[config.mk]
export PLATFORM = sky130hd
export DESIGN_NAME = pipelined_alu_adder
export DESIGN_NICKNAME = d
export VERILOG_FILES = /design/src/rtl/pipelined_alu_adder.sv
export SDC_FILE = /design/constraint.sdc
export NUM_CORES = 1
export LEC_CHECK = 0
export CAP_MARGIN = 20
export CORE_AREA = 2 2 63 65
export CTS_CLUSTER_SIZE = 40
export DETAILED_ROUTE_END_ITERATION = 8
export DIE_AREA = 0 0 65 67
export PLACE_DENSITY_LB_ADDON = 0.12
export SKIP_CTS_REPAIR_TIMING = 1
export SLEW_MARGIN = 20
export SYNTH_ARGS = -nofsm -noshare
export SYNTH_HDL_FRONTEND = slang
export SYNTH_SLANG_ARGS = --single-unit
[constraint.sdc]
create_clock -name clk -period 2.3 [get_ports clk]
set_input_delay 0.69 -clock clk [delete_from_list [all_inputs] [get_ports clk]]
set_output_delay 0.69 -clock clk [all_outputs]
set_load 0.03 [all_outputs]
[src/rtl/pipelined_alu_adder.sv]
// Pipelined add/subtract unit (ADD/SUB/ADC/SBC) with optional signed saturation and N/Z/C/V flags.
// Latency: STAGES cycles from acceptance to out_valid. Throughput is one op per cycle.
// Backpressure: stall = out_valid && !out_ready. It freezes every stage, and in_ready = !stall.
//
// Ports:
//   clk, rst             clock (rising edge) and asynchronous active-high reset
//   in_valid / in_ready  input handshake for a, b, op, cin and sat
//   a, b                 WIDTH-bit operands
//   op                   00 ADD, 01 SUB, 10 ADC, 11 SBC
//   cin                  carry-in, used by ADC and SBC only
//   sat                  1 = clamp signed overflow to signed min/max
//   out_valid / out_ready  output handshake for y and flags
//   y, flags             result and {N,Z,C,V}
module pipelined_alu_adder #(
  parameter int WIDTH  = 8,
  parameter int STAGES = 2
) (
  input  logic             clk,
  input  logic             rst,
  input  logic             in_valid,
  output logic             in_ready,
  input  logic [WIDTH-1:0] a,
  input  logic [WIDTH-1:0] b,
  input  logic [1:0]       op,
  input  logic             cin,
  input  logic             sat,
  output logic             out_valid,
  input  logic             out_ready,
  output logic [WIDTH-1:0] y,
  output logic [3:0]       flags
);

  localparam int SW = WIDTH / STAGES;
  // At least one intermediate register slot is kept so the array never has zero size.
  // The slot is unused when STAGES == 1.
  localparam int NR = (STAGES > 1) ? STAGES - 1 : 1;

  // One pipeline slot. The operands are carried whole because upper slices are still
  // pending and the final stage needs the MSBs for overflow detection. The sum field
  // accumulates finished slices from the bottom up.
  typedef struct packed {
    logic             vld;
    logic [WIDTH-1:0] a;
    logic [WIDTH-1:0] b;
    logic [WIDTH-1:0] sum;
    logic             c;
    logic             sat;
  } stage_t;

  stage_t r  [NR];      // registers between stage k and stage k+1
  stage_t si [STAGES];  // stage inputs
  stage_t so [STAGES];  // stage outputs, after this stage's slice is added

  logic             stall;
  logic [WIDTH-1:0] raw;
  logic             c_fin;
  logic             v_fin;
  logic [WIDTH-1:0] y_nxt;
  logic [3:0]       flags_nxt;
  logic [SW:0]      slice_sum;

  assign stall    = out_valid && !out_ready;
  assign in_ready = !stall;

  // Operand preparation and the slice-by-slice carry chain.
  always_comb begin
    slice_sum = '0;

    // Subtraction is a + ~b + c0. For SUB, c0 = 1 completes the two's complement.
    // For SBC, cin = 0 means a borrow is pending.
    si[0].vld = in_valid;
    si[0].a   = a;
    si[0].b   = op[0] ? ~b : b;
    si[0].sum = '0;
    si[0].c   = op[1] ? cin : op[0];
    si[0].sat = sat;

    for (int k = 1; k < STAGES; k++) begin
      si[k] = r[k-1];
    end

    for (int k = 0; k < STAGES; k++) begin
      so[k]     = si[k];
      slice_sum = {1'b0, si[k].a[k*SW +: SW]} + {1'b0, si[k].b[k*SW +: SW]}
                + {{SW{1'b0}}, si[k].c};
      so[k].sum[k*SW +: SW] = slice_sum[SW-1:0];
      so[k].c               = slice_sum[SW];
    end
  end

  // Final stage: flags and saturation. C and V always describe the unsaturated sum.
  // N and Z describe the value actually delivered on y.
  always_comb begin
    raw   = so[STAGES-1].sum;
    c_fin = so[STAGES-1].c;
    v_fin = (so[STAGES-1].a[WIDTH-1] == so[STAGES-1].b[WIDTH-1]) &&
            (raw[WIDTH-1] != so[STAGES-1].a[WIDTH-1]);
    y_nxt = raw;
    if (so[STAGES-1].sat && v_fin) begin
      // Overflow always moves away from the sign of a, so clamp toward that sign.
      y_nxt = so[STAGES-1].a[WIDTH-1] ? {1'b1, {(WIDTH-1){1'b0}}}
                                      : {1'b0, {(WIDTH-1){1'b1}}};
    end
    flags_nxt = {y_nxt[WIDTH-1], (y_nxt == '0), c_fin, v_fin};
  end

  always_ff @(posedge clk or posedge rst) begin
    if (rst) begin
      for (int k = 0; k < NR; k++) begin
        r[k] <= '0;
      end
      out_valid <= 1'b0;
      y         <= '0;
      flags     <= '0;
    end else if (!stall) begin
      for (int k = 0; k < STAGES - 1; k++) begin
        r[k] <= so[k];
      end
      out_valid <= so[STAGES-1].vld;
      // Bubbles leave the last result on y/flags untouched.
      if (so[STAGES-1].vld) begin
        y     <= y_nxt;
        flags <= flags_nxt;
      end
    end
  end

endmodule

==> key figures <==
Run status
  • Status: finished clean

STA
  • Final Slew Violations: 0
  • Final worst slack: ~53 ps
  • Setup violations, final: 0
  • Slew margin rel.: slightly above 60%
  • Post-route minimum period: between 2000 and 2500 ps
  • Final hold vios: 0
  • Tcrit/Tclk final: between 90 and 100%
  • Least-Margin Pin Slew: between 500 and 600 ps
  • Peak Freq: around 0.44 GHz
  • Setup Skew: 2.27 ps
  • Unrepaired setup endpoints after global routing: no

Power
  • Sequential Power Share: a little over a third
  • Sw Ratio: slightly below 40%
  • Total power: ~0.0019 W
  • Sw Pwr: about 0.00076 W
  • Leakage: 0.925 nW
  • Peak VDD IR: 0.289 mV
  • Clock share of power: 14.1%
  • Share of power burned in combinational logic: ~49%
  • Power per Cell Area: 915 nW/um2
  • Internal Pwr Total: between 0.001 and 0.0015 W

Critical path
  • Critical Path End Type: output port
  • Worst R2R Setup Slack: 220 ps
  • Critical path arrival: around 1600 ps
  • Crit Path Max Fanout: 2
  • Critical path launch point type: primary input
  • Critical path class: in -> out
  • CP Data Required Time: about 1600 ps
  • R2R Path End: flags[2]
  • R2r worst-path depth: 5
  • Worst reg2reg startpoint: r[1]

Global route
  • Gr busiest metal: met2
  • GR Layer Usage met3: around 3.2%
  • Vias in the first global route: 1323
  • First-pass GRT wire length: about 5.7 mm
  • GRT Total Usage: about 17%
  • Initial antenna violation count: 0
  • Met1 Use GR: 19.0%
  • Total grt overflow: 0
  • Grt met2 use: 31.1%
  • Largest net degree at the start of global routing: 28

Detailed routing
  • # DRC: 0
  • DR pass1 iterations: 4
  • Number of nets still failing antenna checks after routing: 0
  • Via/cell ratio: about 5.1
  • Wire length per cell: between 10 and 15 um
  • Via count: around 1300
  • Final wirelength: 3.31 mm
  • Initial DRC Count: 61

Cells and area
  • Layout Cells excl Fill: between 200 and 300
  • # nets final: roughly 250
  • Fin util: a little under 60%
  • Layout area overhead: 33.1%
  • FILL cells: 326
  • Diodes inserted: 0
  • Fraction of layout cells with a size suffix above 1: under 10%

Logic synthesis
  • Async S/R FF share, synth: between 90% and 100%
  • Post-synthesis register bit count: 27
  • Main flop type after synthesis: dfrtp_1
  • Post-synthesis instance total: about 170
  • Synth Net Count: approximately 200
  • Cell area after synthesis: 1570 um2
  • Post-synthesis average cell area: between 9 and 10 um2
  • Number of flops mapped to enable cells by yosys: 0
  • Yosys warning count: 0
  • Sequential share of the synthesized area: a little over two fifths
  • Yosys cell types: 36

Floorplanning
  • I/O pin cnt: 38
  • Full die area: around 4400 um2
  • Initial Util: approximately 43%
  • Die Width: approximately 65 um
  • Floorplan row count: 22
  • Core area: around 3600 um2
  • Die H: 67 um

CTS
  • Clock buffer count from CTS: 3
  • Root Driver: clkbuf_8
  • H-tree depth: 1
  • Clk buf depth: 2
  • Clock Latency Late Sink: between 200 and 300 ps
  • Clock transition at the registers of the reported paths: roughly 90 ps
  • CTS tree: yes
  • Clk sinks: 27

Hold path
  • Worst Hold Class: reg -> reg
  • Hold path depth: 2
  • Hold Startpoint: y[4]
  • Hold path endpoint: y[4]

Placed design
  • IO buf count: 37
  • Post-DP HPWL: 2.58 mm
  • Final GP Congestion: 0.874
  • Place WS: -380 ps
  • Cell count after placement: 254

Job
  • Max cap viols: 0
-- per-stage QoR --
stage,hold slack [ps],setup TNS (ps),area (um2)
finish,482,0,2080
global route,516,0,2080
CTS,486,-610,2070
detailed placement,466,-1660,2020
global placement,458,-1450,2020
floorplan,443,0,1570
-- power groups by stage --
stage,combinational (W),clock [W],sequential [W]
floorplan,0.000456,0,0.000853
global placement,0.000926,0,0.000703
detailed placement,0.000939,0,0.000707
CTS,0.000942,0.000274,0.000698
global route,0.00103,0.000292,0.000717
finish,0.000943,0.000268,0.000696
-- cell families (layout without fill, tap and decap cells) --
kind of cell	after synthesis	after routing	share of synthesized area [%]
flops	27	27	43.1
buf+inv	18	61	5.27
fa+ha+maj	10	10	9.90
xor+xnor	10	10	5.59
mux	2	2	1.36
compound gates	45	45	19.1
simple gates	55	55	15.7
-- cells in the mapped netlist, types with 3 or more instances --
cell type  instances  area [um2]
dfrtp_1           27         676
nand2_1           27         101
buf_2              3        15.0
fa_1               4        80.1
inv_1             11        41.3
o21ai_0           14        70.1
o31ai_1            6        45.0
nor2_1            11        41.3
a21oi_1           12        60.1
xor2_1             6        52.6
nor2b_1            4        25.0
xnor2_1            4        35.0
ha_1               6        75.1
nor3_1             5        25.0
-- critical path, cell delays in order --
cell and delay [ps]:
clkdlybuf4s50_1 410, nor2b_2 150, inv_1 70, dlymetal6s2s_1 240
-- flip-flops by register name, indices dropped and copies added, names as in the netlist --
signal     cells
out_valid      1
flags          3
y              8
r             15
-- area by class of cell --
| class | instances | area (um2) | area share [%] |
|---|---|---|---|
| clock buffers | 4 | 45.0 | 2.16 |
| inverters | 11 | 41.3 | 1.98 |
| multi-input cells | 122 | 816 | 39.1 |
| flip-flops and latches | 27 | 676 | 32.4 |
| well taps | 48 | 60.1 | 2.88 |
| repair buffers | 46 | 447 | 21.4 |
-- routing by layer --
| metal | routed length, um | share of wire (%) |
|---|---|---|
| met1 | 1430 | 43 |
| met2 | 1670 | 51 |
| met3 | 153 | 4.6 |
| met4 | 53 | 1.6 |
| met5 | 0 | 0 |
-- worst max-delay path by stage --
stage,start,end,slack (ps),cells after the start
3_5_place_dp,out_ready,in_ready,-380,4
2_1_floorplan,op[0],r[4],90,6
3_3_place_gp,out_ready,in_ready,-390,4
4_1_cts,out_ready,in_ready,-380,4
5_1_grt,out_ready,in_ready,7,4
6_report,out_ready,in_ready,50,4
-- placed cells by master (no fill, tap or decap), drive strengths merged, types with 2 or more instances in the layout --
master         instances
nor3                   5
clkbuf                 4
a21oi                 12
buf                    9
clkdlybuf4s50         35
a22o                   2
o21ai                 14
inv                   11
xor2                   6
nor2                  11
xnor2                  4
nor2b                  4
ha                     6
dfrtp                 27
o31ai                  6
nand2                 27
a221oi                 2
nand2b                 2
dlymetal6s2s           2
a211oi                 3
fa                     4
Power figures use the tool's default switching activity.
